## src/rtl/sseg_pkg.sv

```systemverilog
// rtl/sseg_pkg.sv - shared constants, types and helpers for the seven-segment scan controller
package sseg_pkg;

  localparam int NUM_DIGITS      = 8;
  localparam int IDX_W           = 3;
  localparam int NIBBLE_W        = 4;
  localparam int DEF_REFRESH_DIV = 100000;
  localparam int DEF_GUARD       = 4;

  // One complete display image: hex nibbles, decimal points, digit enables
  typedef struct packed {
    logic [NUM_DIGITS*NIBBLE_W-1:0] value;
    logic [NUM_DIGITS-1:0]          dp;
    logic [NUM_DIGITS-1:0]          en;
  } disp_data_t;

  function automatic logic [NIBBLE_W-1:0] get_nibble(
    input logic [NUM_DIGITS*NIBBLE_W-1:0] v,
    input logic [IDX_W-1:0]               idx
  );
    return v[{idx, 2'b00} +: NIBBLE_W];
  endfunction

endpackage

```

## src/rtl/tick_gen.sv

```systemverilog
// rtl/tick_gen.sv - free-running prescaler producing one tick every DIV cycles
module tick_gen
  import sseg_pkg::*;
#(
  parameter int  DIV = DEF_REFRESH_DIV,
  localparam int CW  = (DIV > 1) ? $clog2(DIV) : 1
) (
  input  logic          clk,
  input  logic          reset_n,
  output logic          tick,
  output logic [CW-1:0] count
);

  // Tick marks the last cycle of each period so the consumer can advance on the same edge the count wraps
  always_comb begin
    tick = (count == CW'(DIV - 1));
  end

  // Count 0..DIV-1 and wrap
  always_ff @(posedge clk or negedge reset_n) begin
    if (!reset_n) begin
      count <= '0;
    end else if (tick) begin
      count <= '0;
    end else begin
      count <= count + 1'b1;
    end
  end

endmodule

```

## src/rtl/sseg_scan_ctrl.sv

```systemverilog
// rtl/sseg_scan_ctrl.sv - multiplexed eight-digit scan controller with frame-aligned data update
module sseg_scan_ctrl
  import sseg_pkg::*;
#(
  parameter int REFRESH_DIV = DEF_REFRESH_DIV,
  parameter int GUARD       = DEF_GUARD
) (
  input  logic                           clk,
  input  logic                           reset_n,
  input  logic                           load,
  input  logic [NUM_DIGITS*NIBBLE_W-1:0] value,
  input  logic [NUM_DIGITS-1:0]          dp_mask,
  input  logic [NUM_DIGITS-1:0]          digit_en,
  output logic [IDX_W-1:0]               active,
  output logic [NIBBLE_W-1:0]            num,
  output logic                           dp_ctrl,
  output logic                           blank,
  output logic                           frame_done,
  output logic                           load_pending
);

  localparam int            CW      = (REFRESH_DIV > 1) ? $clog2(REFRESH_DIV) : 1;
  localparam logic [CW-1:0] GUARD_C = CW'(GUARD);

  logic             tick;
  logic [CW-1:0]    count;
  logic [CW-1:0]    cnt_next;
  logic [IDX_W-1:0] act_next;
  logic             boundary;
  logic             blank_next;
  disp_data_t       in_d;
  disp_data_t       pend_q;
  disp_data_t       disp_q;
  disp_data_t       disp_next;

  tick_gen #(
    .DIV(REFRESH_DIV)
  ) u_tick_gen (
    .clk    (clk),
    .reset_n(reset_n),
    .tick   (tick),
    .count  (count)
  );

  // Outputs are registered from next-state values so they line up with the prescaler and digit index they describe
  always_comb begin
    in_d.value = value;
    in_d.dp    = dp_mask;
    in_d.en    = digit_en;
    boundary   = tick && (active == IDX_W'(NUM_DIGITS - 1));
    cnt_next   = tick ? '0 : count + 1'b1;
    act_next   = tick ? active + 1'b1 : active;
    disp_next  = disp_q;
    if (boundary) begin
      if (load) begin
        disp_next = in_d;
      end else if (load_pending) begin
        disp_next = pend_q;
      end
    end
    blank_next = (cnt_next < GUARD_C) || !disp_next.en[act_next];
  end

  // Scan state, frame-aligned data handoff and registered display outputs
  always_ff @(posedge clk or negedge reset_n) begin
    if (!reset_n) begin
      active       <= '0;
      num          <= '0;
      dp_ctrl      <= 1'b1;
      blank        <= 1'b1;
      frame_done   <= 1'b0;
      load_pending <= 1'b0;
      pend_q       <= '0;
      disp_q       <= '0;
    end else begin
      active     <= act_next;
      frame_done <= boundary;
      disp_q     <= disp_next;
      // Pending always tracks the newest load so a later boundary never resurrects stale data
      if (load) begin
        pend_q <= in_d;
      end
      if (boundary) begin
        load_pending <= 1'b0;
      end else if (load) begin
        load_pending <= 1'b1;
      end
      num     <= get_nibble(disp_next.value, act_next);
      blank   <= blank_next;
      dp_ctrl <= blank_next | ~disp_next.dp[act_next];
    end
  end

endmodule

```

## config.mk

```make
export PLATFORM = sky130hd
export DESIGN_NAME = sseg_scan_ctrl
export DESIGN_NICKNAME = d
export VERILOG_FILES = /design/src/rtl/sseg_pkg.sv /design/src/rtl/tick_gen.sv /design/src/rtl/sseg_scan_ctrl.sv
export SDC_FILE = /design/constraint.sdc
export NUM_CORES = 1
export LEC_CHECK = 0
export CAP_MARGIN = 0
export CORE_ASPECT_RATIO = 1.1
export CORE_MARGIN = 3
export CORE_UTILIZATION = 30
export DETAILED_ROUTE_END_ITERATION = 10
export GPL_ROUTABILITY_DRIVEN = 0
export GPL_TIMING_DRIVEN = 0
export HOLD_SLACK_MARGIN = 0.03
export SYNTH_ARGS = -nofsm -noshare
export SYNTH_HDL_FRONTEND = slang
export SYNTH_SLANG_ARGS = --single-unit
export TNS_END_PERCENT = 30
```

## constraint.sdc

```tcl
create_clock -name clk -period 4 [get_ports clk]
set_input_delay 0.6 -clock clk [delete_from_list [all_inputs] [get_ports clk]]
set_output_delay 0.6 -clock clk [all_outputs]
set_load 0.005 [all_outputs]
```

==> metrics.md, run 1 <==
| Metric | Value |
|---|---|
| Multi-input gate area | 2330 sq um |
| Fin crit period | 3410 ps |
| Met2 wire len | 5980 um |
| CTS root buf | clkbuf_16 |
| Residual DRC | 0 |
| Number of flops mapped to enable cells by yosys | 0 |
| Highest metal used | met4 |
| Core area | 18,500 sq um |
| WP data required | 4300 ps |
| Crit-path slowest cell | or4b_4 |
| Final WL | 12,700 um |
| Post-CTS setup buffers | 0 |
| Pwr dens | 429 nW/um^2 |
| Syn nets | 514 |
| # fillers | 1,789 |
| Reg2reg end | num[0]$_DFF_PN0_ |
| Worst-margin pin slew | 831 ps |
| Routed wire per std cell | 16.0 um |
| All-Layer GR Usage | 13.5% |
| Peak Freq | 0.293 GHz |
| DP HPWL | 9030 um |
| Metal3 WL | 654 um |
| Worst hold path type | in2async |
| Total Die Area | 20,600 sq um |
| Vias per inst | 4.83 |
| Tcrit/Tclk final | 85.2% |
| Post-layout worst setup margin | 592 ps |
| Worst path cell trace | buf_6 > or4b_4 > nor4_4 > mux2i_1 > clkinv_1 > buf_4 > and2_1 > a211oi_1 > a211oi_1 > a31o_1 |
| CP peak stage delay | 560 ps |
| Routed vias | 3,838 |
| I/O pin cnt | 62 |
| Final Max Slew Viols | 0 |
| First-pass GRT wire length | 21,200 um |
| Die Wd | 137 um |
| Post-cts gate resize count | 0 |
| FF-to-FF path depth | 10 |
| Share of cells above drive strength 1 | 24.5% |
| Clock slew at reported path FFs | 50 ps |
| Antenna cells | 0 |
| Cts bufs inserted | 17 |
| Vias in the first global route | 4,091 |
| Async SR Flop Fraction | 100% |
| Worst setup path class | reg2reg |
| H-tree Lvls | 4 |
| Worst skew pair latency | 420 ps |
| Ys Warns | 0 |
| Sequential share of the synthesized area | 54.7% |
| #FFs+latches synth | 124 |
| CP Max Fanout | 10 |
| # setup viols final | 0 |
| Avg Inst Size Synth | 12.3 sq um |
| CP most frequent cell | a211oi_1 |
| Layout area overhead | 27.4% |
| Worst vdd ir | 0.354 mV |
| Post-layout net count | 594 |
| Register area | 3110 sq um |
| Post-Syn Area | 5680 sq um |
| RSZ-0062 raised after global routing | no |
| Crit start category | flip-flop |
| CTS tree | yes |
| Worst Path Arrival | 3710 ps |
| Clock Sinks | 124 |
| Total congestion overflow | 0 |
| Synth Flop Type | dfrtp_1 |
| Leak | 3.32 nW |
| Post-Syn Instances | 460 |
| Skew final | 10.2 ps |
| Hold_buf cts | 0 |
| Final Hold Fails | 0 |
| Maxcap violations | 0 |
| FF-to-FF Start | u_tick_gen.count[12]$_DFF_PN0_ |
| Largest net degree at the start of global routing | 72 |
| Port bufs | 60 |
| Initial core utilization | 30.7% |
| Post-DRT Antenna Nets | 0 |
| Critical path capture point type | flip-flop |
| Slew margin rel. | 44.2% |
| Initial antenna violation count | 0 |
| Final Power | 3.11 mW |
| Maximum clock path buffer count | 2 |
| Synth unique cells | 54 |
| Die H | 150 um |
| Met1 Wirelength | 5830 um |
| Detailed-router iteration count before antenna repair | 4 |
| Dpl ws | 586 ps |
| # rows | 52 |
| Setup slack, reg-to-reg | 590 ps |
| Status | completed |
| Iteration-0 DRC Markers | 219 |
layer usage:
metal	up-vias	global-route usage, %
met2	94	20.7
met3	23	4.41
met5	-	0
met1	1930	17.8
met4	0	4.84
li1	1791	-
logic make-up (layout without fill, tap and decap cells):
family                     count (synthesis)  count (layout)  share of synthesized area [%]
DFF                                      124             124                           54.7
and+or+nand+nor                          107             107                           10.8
muxes                                     99              99                           19.1
AOI/OAI and AO/OA                         65              65                           7.45
buffers and inverters                     43             135                           4.32
xor gates and xnor gates                  19              19                           2.93
adders and majority gates                  3               3                          0.661
registers in the layout, indices dropped and copies added (netlist names):
name / count
dp_ctrl: 1
active: 3
frame_done: 1
disp_q: 48
u_tick_gen.count: 17
pend_q: 48
blank: 1
num: 4
load_pending: 1
critical path: cells and delay by family (launching register included):
family	cells	cell delay [ps]
compound gates	3	580
mux	1	450
buf+inv	3	840
flops	1	370
simple gates	3	1060
power breakdown:
group | switching, mW | internal (mW)
clock | 0.544 | 1.07
sequential | 0.0128 | 1.30
combinational | 0.0827 | 0.0930
per-stage QoR:
stage / hold WS [ps] / TNS, ps / cells / area, sq um / utilization, %
global placement: 466 / -298640 / 763 / 6580 / 35.6
global route: 158 / 0 / 795 / 7240 / 39.2
finish: 135 / 0 / 795 / 7240 / 39.2
CTS: 137 / 0 / 795 / 7240 / 39.2
detailed placement: 471 / 0 / 764 / 6610 / 35.8
floorplan: 304 / 0 / 460 / 5680 / -
synthesized netlist by cell type, drive strengths merged, types with 5 or more instances:
library cell / count / area share, %
mux2: 68 / 14
clkbuf: 6 / 0.46
xor2: 8 / 1.2
nand3: 10 / 0.88
dfrtp: 122 / 54
buf: 21 / 2.8
o21ai: 13 / 1.1
mux2i: 31 / 5.5
xnor2: 11 / 1.7
a211oi: 17 / 2.3
nor3: 6 / 0.53
inv: 15 / 0.99
nand2: 32 / 2.1
a21oi: 18 / 1.7
and2: 11 / 1.3
nor2: 22 / 1.5
nor4: 5 / 1.1
nand4b: 5 / 0.77
final cells by class:
type,instances,share of cell area [%]
clock inverter,10,2.27
sequential,124,42.9
buffer,27,2.56
inverter,16,0.830
multi-input combinational,293,32.2
tap,243,4.20
clock buffer,21,6.36
timing repair buffer,61,8.70
cells in the final DEF (no fill, tap or decap), types with 6 or more instances in the layout:
cell,netlist,layout
xnor2_1,11,11
mux2_2,65,65
nand3_1,10,10
buf_2,7,7
clkbuf_1,5,7
and2_1,9,9
xor2_1,8,8
buf_4,7,7
mux2i_1,31,31
clkbuf_16,0,17
nor2_1,22,22
a211oi_1,16,16
o21ai_1,8,8
inv_1,14,14
clkdlybuf4s50_1,0,59
dfrtp_1,122,122
a21oi_1,17,17
nand2_1,32,32
nor3_1,6,6
buf_6,6,7
how the worst max path moves through the flow:
stage,cells after the start,endpoint,slack [ps],start
after floorplan,10,num[2]$_DFF_PN0_,1140,u_tick_gen.count[12]$_DFF_PN0_
after global placement,1,num[2]$_DFF_PN0_,-2440,reset_n
after detailed placement,10,num[2]$_DFF_PN0_,590,u_tick_gen.count[12]$_DFF_PN0_
after CTS,10,num[2]$_DFF_PN0_,540,u_tick_gen.count[12]$_DFF_PN0_
after global routing,10,num[0]$_DFF_PN0_,370,u_tick_gen.count[12]$_DFF_PN0_
final,10,num[0]$_DFF_PN0_,590,u_tick_gen.count[12]$_DFF_PN0_
Power figures use the tool's default switching activity.
==> inputs of run 2 (changes only) <==
- clock period: 4 -> 3.3 ns (I/O delays scaled with it)
==> run 2 against run 1 <==
Sequential cell count is the same. Global-route usage about the same. Power increased by 21%. Via count up 0.42%. Highest routed layer unchanged.
==> metrics.md, run 2 (same netlist as run 1, synthesis figures left out) <==
| Metric | Value |
|---|---|
| Status | completed |
| Worst path cell trace | buf_6 > or4b_4 > nor4_4 > mux2i_4 > clkinv_2 > buf_4 > and2_1 > a211oi_1 > a211oi_1 > a31o_1 |
| Hold_buf cts | 0 (unchanged) |
| Fin crit period | 3130 ps (-279 ps) |
| Iteration-0 DRC Markers | 215 (-1.8%) |
| Initial core utilization | 30.7% (unchanged) |
| Worst setup path class | reg2reg |
| Placed Cells | 764 (unchanged) |
| Total Die Area | 20,600 sq um (unchanged) |
| Port bufs | 60 (unchanged) |
| Commonest non-fill, non-tap cell in the layout | dfrtp_1 |
| Routed wire per std cell | 16.1 um (+0.67%) |
| First-pass GRT wire length | 21,200 um (about the same) |
| Detailed-router iteration count before antenna repair | 4 (unchanged) |
| Clock Sinks | 124 (unchanged) |
| Critical path capture point type | flip-flop |
| H-tree Lvls | 4 (unchanged) |
| Worst skew pair latency | 420 ps (about the same) |
| Total congestion overflow | 0 (unchanged) |
| Post-DRT Antenna Nets | 0 (unchanged) |
| WP data required | 3600 ps (-700 ps) |
| All-Layer GR Usage | 13.5% (-0.014 points) |
| # setup viols final | 0 (unchanged) |
| Core area | 18,500 sq um (unchanged) |
| Post-layout net count | 596 (+0.34%) |
| Largest regs | disp_q x48, pend_q x48, u_tick_gen.count x17 |
| Initial antenna violation count | 0 (unchanged) |
| CTS root buf | clkbuf_16 |
| Layout area overhead | 28.0% |
| Final Hold Fails | 0 (unchanged) |
| Worst Path Arrival | 3430 ps (-280 ps) |
| Residual DRC | 0 (unchanged) |
| CP peak stage delay | 560 ps (about the same) |
| Leak | 3.34 nW (+0.54%) |
| Maxcap violations | 0 (unchanged) |
| Worst vdd ir | 0.429 mV (+21%) |
| FF-to-FF path depth | 10 (unchanged) |
| Maximum clock path buffer count | 2 (unchanged) |
| Share of cells above drive strength 1 | 25.3% (+0.81 points) |
| Final core utilization | 39.3% (+0.18 points) |
| Vias in the first global route | 4,090 (-0.024%) |
| Peak Freq | 0.320 GHz (+8.9%) |
| CP Max Fanout | 10 (unchanged) |
| Pwr dens | 518 nW/um^2 (+21%) |
| Crit start category | flip-flop |
| Final WL | 12,800 um (+0.93%) |
| Post-Layout Cell Count | 797 (+0.25%) |
| I/O pin cnt | 62 (unchanged) |
| Worst hold path type | in2async |
| Die Wd | 137 um (unchanged) |
| Clock slew at reported path FFs | 50 ps (about the same) |
| DP HPWL | 9030 um (unchanged) |
| CP most frequent cell | a211oi_1 |
| Antenna cells | 0 (unchanged) |
| Slew margin rel. | 43.7% (-0.50 points) |
| Final setup TNS | 0 ps (unchanged) |
| Worst-margin pin slew | 839 ps (+7.43 ps) |
| Routed vias | 3,854 (+0.42%) |
| # rows | 52 (unchanged) |
| Cts bufs inserted | 17 (unchanged) |
| Skew final | 10.8 ps (+0.636 ps) |
| Largest net degree at the start of global routing | 72 (unchanged) |
| Most frequent cells in the layout | dfrtp_1, mux2_2, clkdlybuf4s50_1 |
| CTS tree | yes |
| Vias per inst | 4.84 (+0.16%) |
| Die H | 150 um (unchanged) |
| Crit-path slowest cell | or4b_4 |
| Final Max Slew Viols | 0 (unchanged) |
| Tcrit/Tclk final | 94.8% (+9.6 points) |
run 2: cell count changes in the layout (fill, tap and decap cells not counted):
| cell | previous run | this run |
|---|---|---|
| buf_4 | 7 | 9 |
| mux2i_1 | 31 | 29 |
| clkinv_1 | 1 | 0 |
| clkinv_2 | 1 | 2 |
| mux2i_2 | 0 | 1 |
| mux2i_4 | 0 | 1 |
run 2: repair_timing:
action | in CTS | in global routing
buffers inserted | 0 | 2
gates resized for setup | 2 | 2
endpoints found under the hold margin | 0 | 0
pin swaps | 0 | 1
endpoints found under the setup margin | 3 | 3
run 2: path summary, 6_finish.rpt:
| check | start | end | slack, ps |
|---|---|---|---|
| min | reset_n | frame_done$_DFF_PN0_ | 30 |
| min reg2reg | pend_q[43]$_DFFE_PN0P_ | pend_q[43]$_DFFE_PN0P_ | 480 |
| max | u_tick_gen.count[12]$_DFF_PN0_ | num[0]$_DFF_PN0_ | 170 |
| max in group asynchronous | reset_n | blank$_DFF_PN1_ | 2530 |
| max reg2reg | u_tick_gen.count[12]$_DFF_PN0_ | num[0]$_DFF_PN0_ | 170 |
| min in group clk | load | load_pending$_DFFE_PN0P_ | 460 |
run 2: through the flow:
step	worst slack (ps)	cell area [sq um]	hold WS [ps]	power, mW
6_report	171	7270	29.8	3.77
5_1_grt	-11.7	7270	53.4	3.92
4_1_cts	80.9	7240	32.5	3.82
3_5_place_dp	-114	6610	471	1.84
3_3_place_gp	-3030	6580	466	1.83
2_1_floorplan	440	5680	199	1.71
run 2: layer usage:
metal / wire length [um] / vias up / GRT usage (%)
met5: 0 / - / 0
met4: 247 / 0 / 4.84
met3: 655 / 23 / 4.41
met2: 6060 / 89 / 20.6
met1: 5880 / 1942 / 17.9
li1: - / 1800 / -
run 2: layout make-up:
type                       count  area, sq um
inverter                      16         61.3
fill                        1785        11200
clock inverter                10          164
sequential                   124         3110
clock buffer                  21          460
multi-input combinational    293         2340
buffer                        27          185
tap                          243          304
timing repair buffer          63          644
run 2: critical path: cells and delay by family (launching register included):
family,cells,cell delay (ps)
AO/OA/AOI/OAI,3,580
buffers and inverters,3,580
flip-flops,1,370
multiplexers,1,360
AND/OR/NAND/NOR,3,1110
run 2: report_power, final:
group	switching (mW)	internal, mW
Clock	0.658	1.30
Combinational	0.101	0.113
Sequential	0.0154	1.58
